File: src/rtl/ula_controle_pkg.sv
// Shared opcode map, FSM state encodings and opcode helpers for the ULA_Final
// ALU and its command front end.
package ula_controle_pkg;

    typedef logic [2:0] opcode_t;

    localparam opcode_t OP_SOMA = 3'b001;
    localparam opcode_t OP_SUB  = 3'b010;
    localparam opcode_t OP_AND  = 3'b011;
    localparam opcode_t OP_OR   = 3'b100;
    localparam opcode_t OP_NOTA = 3'b110;
    localparam opcode_t OP_NOTB = 3'b111;

    localparam logic [1:0] ST_IDLE  = 2'd0;
    localparam logic [1:0] ST_ISSUE = 2'd1;
    localparam logic [1:0] ST_WAIT  = 2'd2;
    localparam logic [1:0] ST_OUT   = 2'd3;

    // 000 and 101 have no ALU meaning; they are answered locally with an error.
    function automatic logic is_reserved(input opcode_t op);
        return (op == 3'b000) || (op == 3'b101);
    endfunction

endpackage

File: src/rtl/ula_cmd_fifo.sv
// Small command FIFO with full/empty flags; simultaneous push and pop are both
// honoured, and a push into a full FIFO or a pop from an empty one is ignored.
module ula_cmd_fifo #(
    parameter int DW    = 19,
    parameter int DEPTH = 4
) (
    input  logic          clk,
    input  logic          CLR_n,
    input  logic          push,
    input  logic [DW-1:0] wdata,
    input  logic          pop,
    output logic [DW-1:0] rdata,
    output logic          full,
    output logic          empty
);

    localparam int AW = $clog2(DEPTH);

    logic [DW-1:0] mem [DEPTH];
    logic [AW-1:0] wr_ptr;
    logic [AW-1:0] rd_ptr;
    logic [AW:0]   count;
    logic          push_ok;
    logic          pop_ok;

    assign full    = (count == (AW+1)'(DEPTH));
    assign empty   = (count == '0);
    assign push_ok = push && !full;
    assign pop_ok  = pop && !empty;
    assign rdata   = mem[rd_ptr];

    // Storage carries no reset; only the pointers define what is valid.
    always_ff @(posedge clk) begin
        if (push_ok) begin
            mem[wr_ptr] <= wdata;
        end
    end

    always_ff @(posedge clk or negedge CLR_n) begin
        if (!CLR_n) begin
            wr_ptr <= '0;
            rd_ptr <= '0;
            count  <= '0;
        end else begin
            if (push_ok) begin
                wr_ptr <= wr_ptr + AW'(1);
            end
            if (pop_ok) begin
                rd_ptr <= rd_ptr + AW'(1);
            end
            if (push_ok && !pop_ok) begin
                count <= count + (AW+1)'(1);
            end else if (pop_ok && !push_ok) begin
                count <= count - (AW+1)'(1);
            end
        end
    end

endmodule

File: src/rtl/ula_controle.sv
// Command-issuing front end for the ULA_Final ALU: buffers commands, issues one
// ALU operation at a time, waits out the ALU latency and returns the result.
module ula_controle
    import ula_controle_pkg::*;
#(
    parameter int WIDTH = 8,
    parameter int LAT   = 1,
    parameter int DEPTH = 4
) (
    input  logic             clk,
    input  logic             CLR_n,
    input  logic             cmd_valid,
    output logic             cmd_ready,
    input  logic [2:0]       cmd_op,
    input  logic [WIDTH-1:0] cmd_a,
    input  logic [WIDTH-1:0] cmd_b,
    output logic [WIDTH-1:0] ula_A,
    output logic [WIDTH-1:0] ula_B,
    output logic [2:0]       ula_OPCODE,
    output logic             ula_EN,
    output logic             ula_CLR,
    output logic             ula_PR,
    input  logic [WIDTH:0]   ula_s,
    output logic             res_valid,
    input  logic             res_ready,
    output logic [WIDTH:0]   res_data,
    output logic [2:0]       res_op,
    output logic             res_err,
    output logic             busy,
    output logic [7:0]       ops_count
);

    localparam int         DW      = 2*WIDTH + 3;
    localparam logic [2:0] LAT_CNT = 3'(LAT);

    logic [1:0]       state;
    logic [2:0]       cnt;
    logic [DW-1:0]    fifo_wdata;
    logic [DW-1:0]    fifo_rdata;
    logic             fifo_full;
    logic             fifo_empty;
    logic             fifo_push;
    logic             take;
    logic             handshake;
    logic [2:0]       head_op;
    logic [WIDTH-1:0] head_a;
    logic [WIDTH-1:0] head_b;

    assign fifo_wdata = {cmd_op, cmd_a, cmd_b};
    assign head_op    = fifo_rdata[DW-1 -: 3];
    assign head_a     = fifo_rdata[2*WIDTH-1 -: WIDTH];
    assign head_b     = fifo_rdata[WIDTH-1:0];

    assign cmd_ready  = !fifo_full;
    assign fifo_push  = cmd_valid && cmd_ready;
    assign res_valid  = (state == ST_OUT);
    assign handshake  = res_valid && res_ready;
    // A new command is taken from IDLE, or straight out of OUT on the handshake edge.
    assign take       = !fifo_empty && ((state == ST_IDLE) || handshake);
    assign ula_EN     = (state == ST_ISSUE);
    assign ula_PR     = 1'b0;
    assign busy       = !fifo_empty || (state != ST_IDLE);

    ula_cmd_fifo #(
        .DW    (DW),
        .DEPTH (DEPTH)
    ) u_fifo (
        .clk   (clk),
        .CLR_n (CLR_n),
        .push  (fifo_push),
        .wdata (fifo_wdata),
        .pop   (take),
        .rdata (fifo_rdata),
        .full  (fifo_full),
        .empty (fifo_empty)
    );

    always_ff @(posedge clk or negedge CLR_n) begin
        if (!CLR_n) begin
            ula_CLR   <= 1'b1;
            ops_count <= '0;
        end else begin
            ula_CLR <= 1'b0;
            if (handshake) begin
                ops_count <= ops_count + 8'd1;
            end
        end
    end

    // Reserved opcodes skip the ALU entirely and leave the ALU operand registers untouched.
    always_ff @(posedge clk or negedge CLR_n) begin
        if (!CLR_n) begin
            state      <= ST_IDLE;
            cnt        <= '0;
            ula_A      <= '0;
            ula_B      <= '0;
            ula_OPCODE <= 3'b000;
            res_data   <= '0;
            res_op     <= '0;
            res_err    <= 1'b0;
        end else begin
            case (state)
                ST_IDLE, ST_OUT: begin
                    if (take) begin
                        res_op <= head_op;
                        if (is_reserved(head_op)) begin
                            res_data <= '0;
                            res_err  <= 1'b1;
                            state    <= ST_OUT;
                        end else begin
                            ula_A      <= head_a;
                            ula_B      <= head_b;
                            ula_OPCODE <= head_op;
                            state      <= ST_ISSUE;
                        end
                    end else if (handshake) begin
                        state <= ST_IDLE;
                    end
                end
                ST_ISSUE: begin
                    state <= ST_WAIT;
                    cnt   <= LAT_CNT;
                end
                ST_WAIT: begin
                    cnt <= cnt - 3'd1;
                    if (cnt == 3'd1) begin
                        res_data <= ula_s;
                        res_err  <= 1'b0;
                        state    <= ST_OUT;
                    end
                end
                default: state <= ST_IDLE;
            endcase
        end
    end

endmodule

File: config.mk
export PLATFORM = sky130hd
export DESIGN_NAME = ula_controle
export DESIGN_NICKNAME = d
export VERILOG_FILES = /design/src/rtl/ula_controle_pkg.sv /design/src/rtl/ula_cmd_fifo.sv /design/src/rtl/ula_controle.sv
export SDC_FILE = /design/constraint.sdc
export NUM_CORES = 1
export LEC_CHECK = 0
export ABC_AREA = 1
export BUFFER_PORTS_ARGS = -buffer_cell sky130_fd_sc_hd__buf_2
export CORE_MARGIN = 5
export CORE_UTILIZATION = 37
export CTS_BUF_LIST = sky130_fd_sc_hd__clkbuf_16
export DETAILED_ROUTE_END_ITERATION = 8
export PLACE_DENSITY_LB_ADDON = 0.08
export SYNTH_ARGS = -nofsm -noshare
export SYNTH_HDL_FRONTEND = slang
export SYNTH_SLANG_ARGS = --single-unit
File: constraint.sdc
create_clock -name clk -period 2.4 [get_ports clk]
set_input_delay 0.48 -clock clk [delete_from_list [all_inputs] [get_ports clk]]
set_output_delay 0.48 -clock clk [all_outputs]
set_load 0.05 [all_outputs]
### Yosys cells after proc, flatten, opt, wreduce, memory -nomap -nowiden

Memories as Yosys holds them, arrays and structs flattened.
Index checks and enable logic that the tools add are counted.
Widths: inputs -> output; s select.

* register bits: 53
* bits in latches: 0
* RAM bits: 76
* ROM bits: 0
* input bits: 32
* output and inout bits: 46
* word-level logic and storage cells: 75
* memories kept: 1

* $add $sub $neg: 6
* multipliers: 0
* div/mod/pow operators: 0
* $lt $le $gt $ge: 0
* equal/unequal tests: 10
* shifts and indexed selects: 0
* mux-type cells: 18
* bitwise gates (word level): 1
* reductions and logical operators: 26

Memory list
* u_fifo.mem: depth 4, bits a word 19, read ports 1, clocked after Yosys merged registers in 0, wr ports 1, line ula_cmd_fifo.sv:19 `logic [DW-1:0] mem [DEPTH];`

Operators by type and width (number)
* $mux 9: 3
* $pmux 9 s2: 1
* $add 8x1->8 const B: 1
* $mux 2: 4
* $reduce_bool 2->1: 4
* $logic_and 1x1->1: 7
* $eq 3x3->1 const B: 2
* $logic_not 3->1: 2
* $mux 3: 2
* $pmux 2 s3: 1
* $pmux 3 s2: 1
* $sub 3x1->3 const B: 2
* $mux 1: 5
* $add 2x1->2 const B: 2
* $eq 2x2->1 const B: 2
* $logic_not 1->1: 4
* $ne 2x2->1 const B: 2
* $reduce_and 2->1: 2
* $reduce_and 4->1: 1
* $add 3x1->3 const B: 1
* $eq 3x1->1 const B: 1
* $logic_or 1x1->1: 3
* $ne 3x2->1 const B: 1
* $reduce_and 3->1: 1
* 6 further kinds: 6

### Longest topological paths before layout

* depth after elaboration: 8
* depth in mapped cells: 12
* mapped depth without buffers: 11

### Cells and area by module

A second synthesis with hierarchy kept.

* cells, all modules: 542
* area total of the unflattened synthesis: 5789.3 um2

Modules (own cells, without submodules)
* ula_cmd_fifo: times used 1, cells each 283, area an instance 3612.2 um2, seq. area each 2457.4 um2
* ula_controle: times used 1, cells each 259, area an instance 2177.1 um2, seq. area each 1152.4 um2

### Worst setup path before layout

Ideal clock, no wire load.

* path kind: reg-to-reg
* from: reg u_fifo.count[0]
* to: mem u_fifo.mem[0][0], enable pin
* arrival: 2.004 ns
* required time: 2.005 ns
* setup slack: 0.001 ns
* stages on the path, launching flop included: 5
* path buffers: 0
* clock period less this slack: 2.399 ns
* cell sequence: dfrtp_1 > inv_1 > nand3_1 > nand2_1 > nor2_1

* longest elaborated chain between the ends: 6

RTL lines
* from (decl): line ula_cmd_fifo.sv:22 `logic [AW:0] count;`
* from (signal assigned): line ula_cmd_fifo.sv:52 `count <= count + (AW+1)'(1);`
* from (signal assigned): line ula_cmd_fifo.sv:54 `count <= count - (AW+1)'(1);`
* $eq 3x3->1 *: line ula_cmd_fifo.sv:26 `assign full = (count == (AW+1)'(DEPTH));`
* $logic_not 1->1 *: line ula_controle.sv:54 `assign cmd_ready = !fifo_full;`
* named net cmd_ready: line ula_controle.sv:13 `output logic cmd_ready,`
* $logic_and 1x1->1: line ula_controle.sv:55 `assign fifo_push = cmd_valid && cmd_ready;`
* $logic_and 1x1->1 *: line ula_cmd_fifo.sv:28 `assign push_ok = push && !full;`
* $mux 1 *: line ula_cmd_fifo.sv:34 `if (push_ok) begin`
* $mux 1 (not written as such) *: line ula_cmd_fifo.sv:35 `mem[wr_ptr] <= wdata;`
* to (decl): line ula_cmd_fifo.sv:19

Mark *: on every way through the listed nets, which the timed path passes. The rest lies on a longest branch.

### Worst setup path in the final report

* from: reg u_fifo.count[0]
* to: reg u_fifo.count[2]

* longest elaborated chain between the ends: 7
* elaborated cells on any way between the ends: 17

RTL lines
* $eq 3x3->1 *: line ula_cmd_fifo.sv:26
* $logic_not 1->1 *: line ula_cmd_fifo.sv:28, ula_controle.sv:54
* $logic_and 1x1->1: line ula_controle.sv:55
* $logic_and 1x1->1 *: line ula_cmd_fifo.sv:28
* named net u_fifo.push_ok: line ula_cmd_fifo.sv:23 `logic push_ok;`
* $logic_not 1->1: line ula_cmd_fifo.sv:53 `end else if (pop_ok && !push_ok) begin`
* $logic_and 1x1->1: line ula_cmd_fifo.sv:53
* $reduce_bool 2->1 (no source line)

Mark *: on every way through the listed nets, which the timed path passes. The rest lies on a longest branch. The select of a mux whose other input is x is not followed.
A chain may end at the register's enable or synchronous reset.

==> metrics <==
run status=finished, final reports clean; core region area=14480 sq um; hold buffers post-CTS=0; routed vias=3573; ratio of cells with drive above 1 in the final layout=25.81%; H-tree depth=4; vias in the first global route=3803; design area=6600 sq um; Hold Crit Class=in2async; Post-synth top flop=edfxtp_1; Final nets=617; CTS buffer count=17; Reg clk slew, reported paths=0.06 ns; Post-synth top cells=nand2_1 (109), edfxtp_1 (76), dfrtp_1 (52), nor2_1 (47), o21ai_0 (38); initial antenna violation count=0; WP data required=2.69 ns; Yosys cell types=35; Inst Count DP=737; placed cell areas=6028 sq um; Slew Limit Headroom=51.15%; drt pass-1 iters=4; CTS tree=yes; I/O Buffers=76; synth warn=0; Worst setup SP type=register; DRC viols=0; crit share post-route=87.05%; Critical Path AT=2.37 ns; top achievable clock speed=478.7 MHz; Layout area overhead=21.63%; Wirelength per Cell=15.43 um; area share of the largest cell type after synthesis=42.06%; I/O Pins=78; worst-path fanout max=6; mapped cell area=5426 sq um; first-pass GRT wire length=19720 um; P_leak=2.985 nW; post-CTS setup buffer count=0; Post-synth ARST share=41.09%; worst skew pair latency=0.41 ns; Gate Count Post-Synth=481; final hold slack=0.2150 ns; GRT overflow=0; DRT iter0 DRCs=230; total global-route track usage=14.60%; max-slew violation count=0; HPWL after detailed placement=7386 um; DRT antenna net count=0; crit path time final=2.089 ns; Post-CTS Resized=0; number of setup violations in the final report=0; clk root buf=clkbuf_16; Crit Path Class=reg2reg; Mapped Avg Cell Area=11.28 sq um; Yosys reg bits=129; setup TNS=0 ns; die extent in y=131.1 um; Seq/Total Area, Yosys=66.52%; GPL Wtd Cong=0.7715; PwrDens=1538 nW/um^2; Sink Count=129; top cells by area, synth=edfxtp_1 (42%), dfrtp_1 (24%), nand2_1 (7.5%), o21ai_0 (3.5%), nor2_1 (3.3%); Critical Path Sink Type=register; Synth area leader=edfxtp_1; Initial Util=37.48%; non-filler cells, final=769; Worst Skew=0.007934 ns; top-count cell post-synth=nand2_1; unrepaired setup endpoints after global routing=false; count of flip-flops with a built-in enable after synthesis=76; clk buf depth=2; Max VDD drop=631.3 uV; vias per std cell=4.646; Worst Max-Slew Pin Slew=0.7328 ns; Max Cap Violations=0; Die Wd=131.1 um; die area=17190 sq um; largest net degree at the start of global routing=54; # diodes=0; row cnt=44; Finished Core Util=45.58%; final hold vios=0; final wirelength=11870 um
flip-flops by register name (all words and copies together) (netlist names):
signal and cells:
cnt 3, ula_CLR 1, ula_A 8, res_err 1, u_fifo.count 3, ops_count 8
u_fifo.mem 76, ula_OPCODE 3, res_op 3, ula_B 8, state 2, u_fifo.wr_ptr 2
u_fifo.rd_ptr 2, res_data 9
layout by cell type, fill, tap and decap left out, types with 3 or more instances in the layout:
| cell | n |
|---|---|
| nand3_1 | 13 |
| ha_1 | 12 |
| nor2_1 | 43 |
| o22ai_1 | 17 |
| nand2_1 | 109 |
| clkinvlp_4 | 4 |
| xor2_1 | 5 |
| clkbuf_16 | 17 |
| edfxtp_1 | 76 |
| a21oi_1 | 3 |
| dfrtp_1 | 52 |
| o21ai_0 | 38 |
| nor2_2 | 5 |
| nand2_2 | 16 |
| clkinv_4 | 3 |
| nand4_1 | 11 |
| buf_2 | 76 |
| buf_4 | 14 |
| inv_1 | 38 |
| xnor2_1 | 5 |
per-stage QoR:
stage          power, mW  setup WS [ns]
2_1_floorplan      6.714      0.0009193
3_3_place_gp       7.749         0.3730
3_5_place_dp       7.791         0.3286
4_1_cts            10.32         0.2999
5_1_grt            10.89         0.1408
6_report           10.15         0.3109
final timing paths:
path	to	slack, ns	from	cells past startpoint
worst min register to register	res_data[8]$_DFFE_PN0P_	0.47	res_data[8]$_DFFE_PN0P_	2
min in group clk	u_fifo.mem[2][6]$_DFFE_PP_	0.28	cmd_b[6]	1
worst max-delay path	u_fifo.count[2]$_DFFE_PN0P_	0.31	u_fifo.count[0]$_DFFE_PN0P_	10
worst max register to register	u_fifo.count[2]$_DFFE_PN0P_	0.31	u_fifo.count[0]$_DFFE_PN0P_	10
worst min-delay path	ops_count[3]$_DFFE_PN0P_	0.22	CLR_n	2
max in group asynchronous	ula_B[2]$_DFFE_PN0P_	1.70	CLR_n	2
critical path: stages, from the launching register on:
cell and delay [ns]:
dfrtp_1 0.41, inv_1 0.10, nand3_1 0.11, nand2_1 0.18, inv_1 0.15, ha_1 0.15, inv_1 0.06, fa_1 0.38
a21oi_1 0.14, o21ai_0 0.11, xor2_1 0.16
final cells by class:
cell class | instances | area, sq um
Clock buffer | 17 | 425.4
Timing Repair Buffer | 90 | 485.5
Fill cell | 1397 | 7879
Inverter | 40 | 155.1
Clock inverter | 15 | 146.4
Multi-Input combinational cell | 294 | 1548
Tap cell | 184 | 230.2
Sequential cell | 129 | 3610
metal layers:
layer | part of all wire [%] | global-route usage [%]
met4 | 1.5 | 5.658
met1 | 45 | 17.93
met3 | 4.6 | 4.817
met5 | 0 | 0
met2 | 49 | 23.90
where the power goes:
part	internal, mW	total [mW]	leakage [nW]	switching [mW]
clock	1.52	2.46	0.272	0.944
sequential	3.01	3.30	1.36	0.283
combinational	1.18	4.39	1.35	3.21
cell families after synthesis:
| logic type | synth area share [%] |
|---|---|
| flip-flops | 66.52 |
| XOR/XNOR | 1.614 |
| adder cells (fa/ha/maj) | 3.136 |
| buffers and inverters | 5.211 |
| AND/OR/NAND/NOR | 16.99 |
| other | 0.06911 |
| AO/OA/AOI/OAI | 6.456 |
No activity file was read; power rests on OpenSTA's default activity.
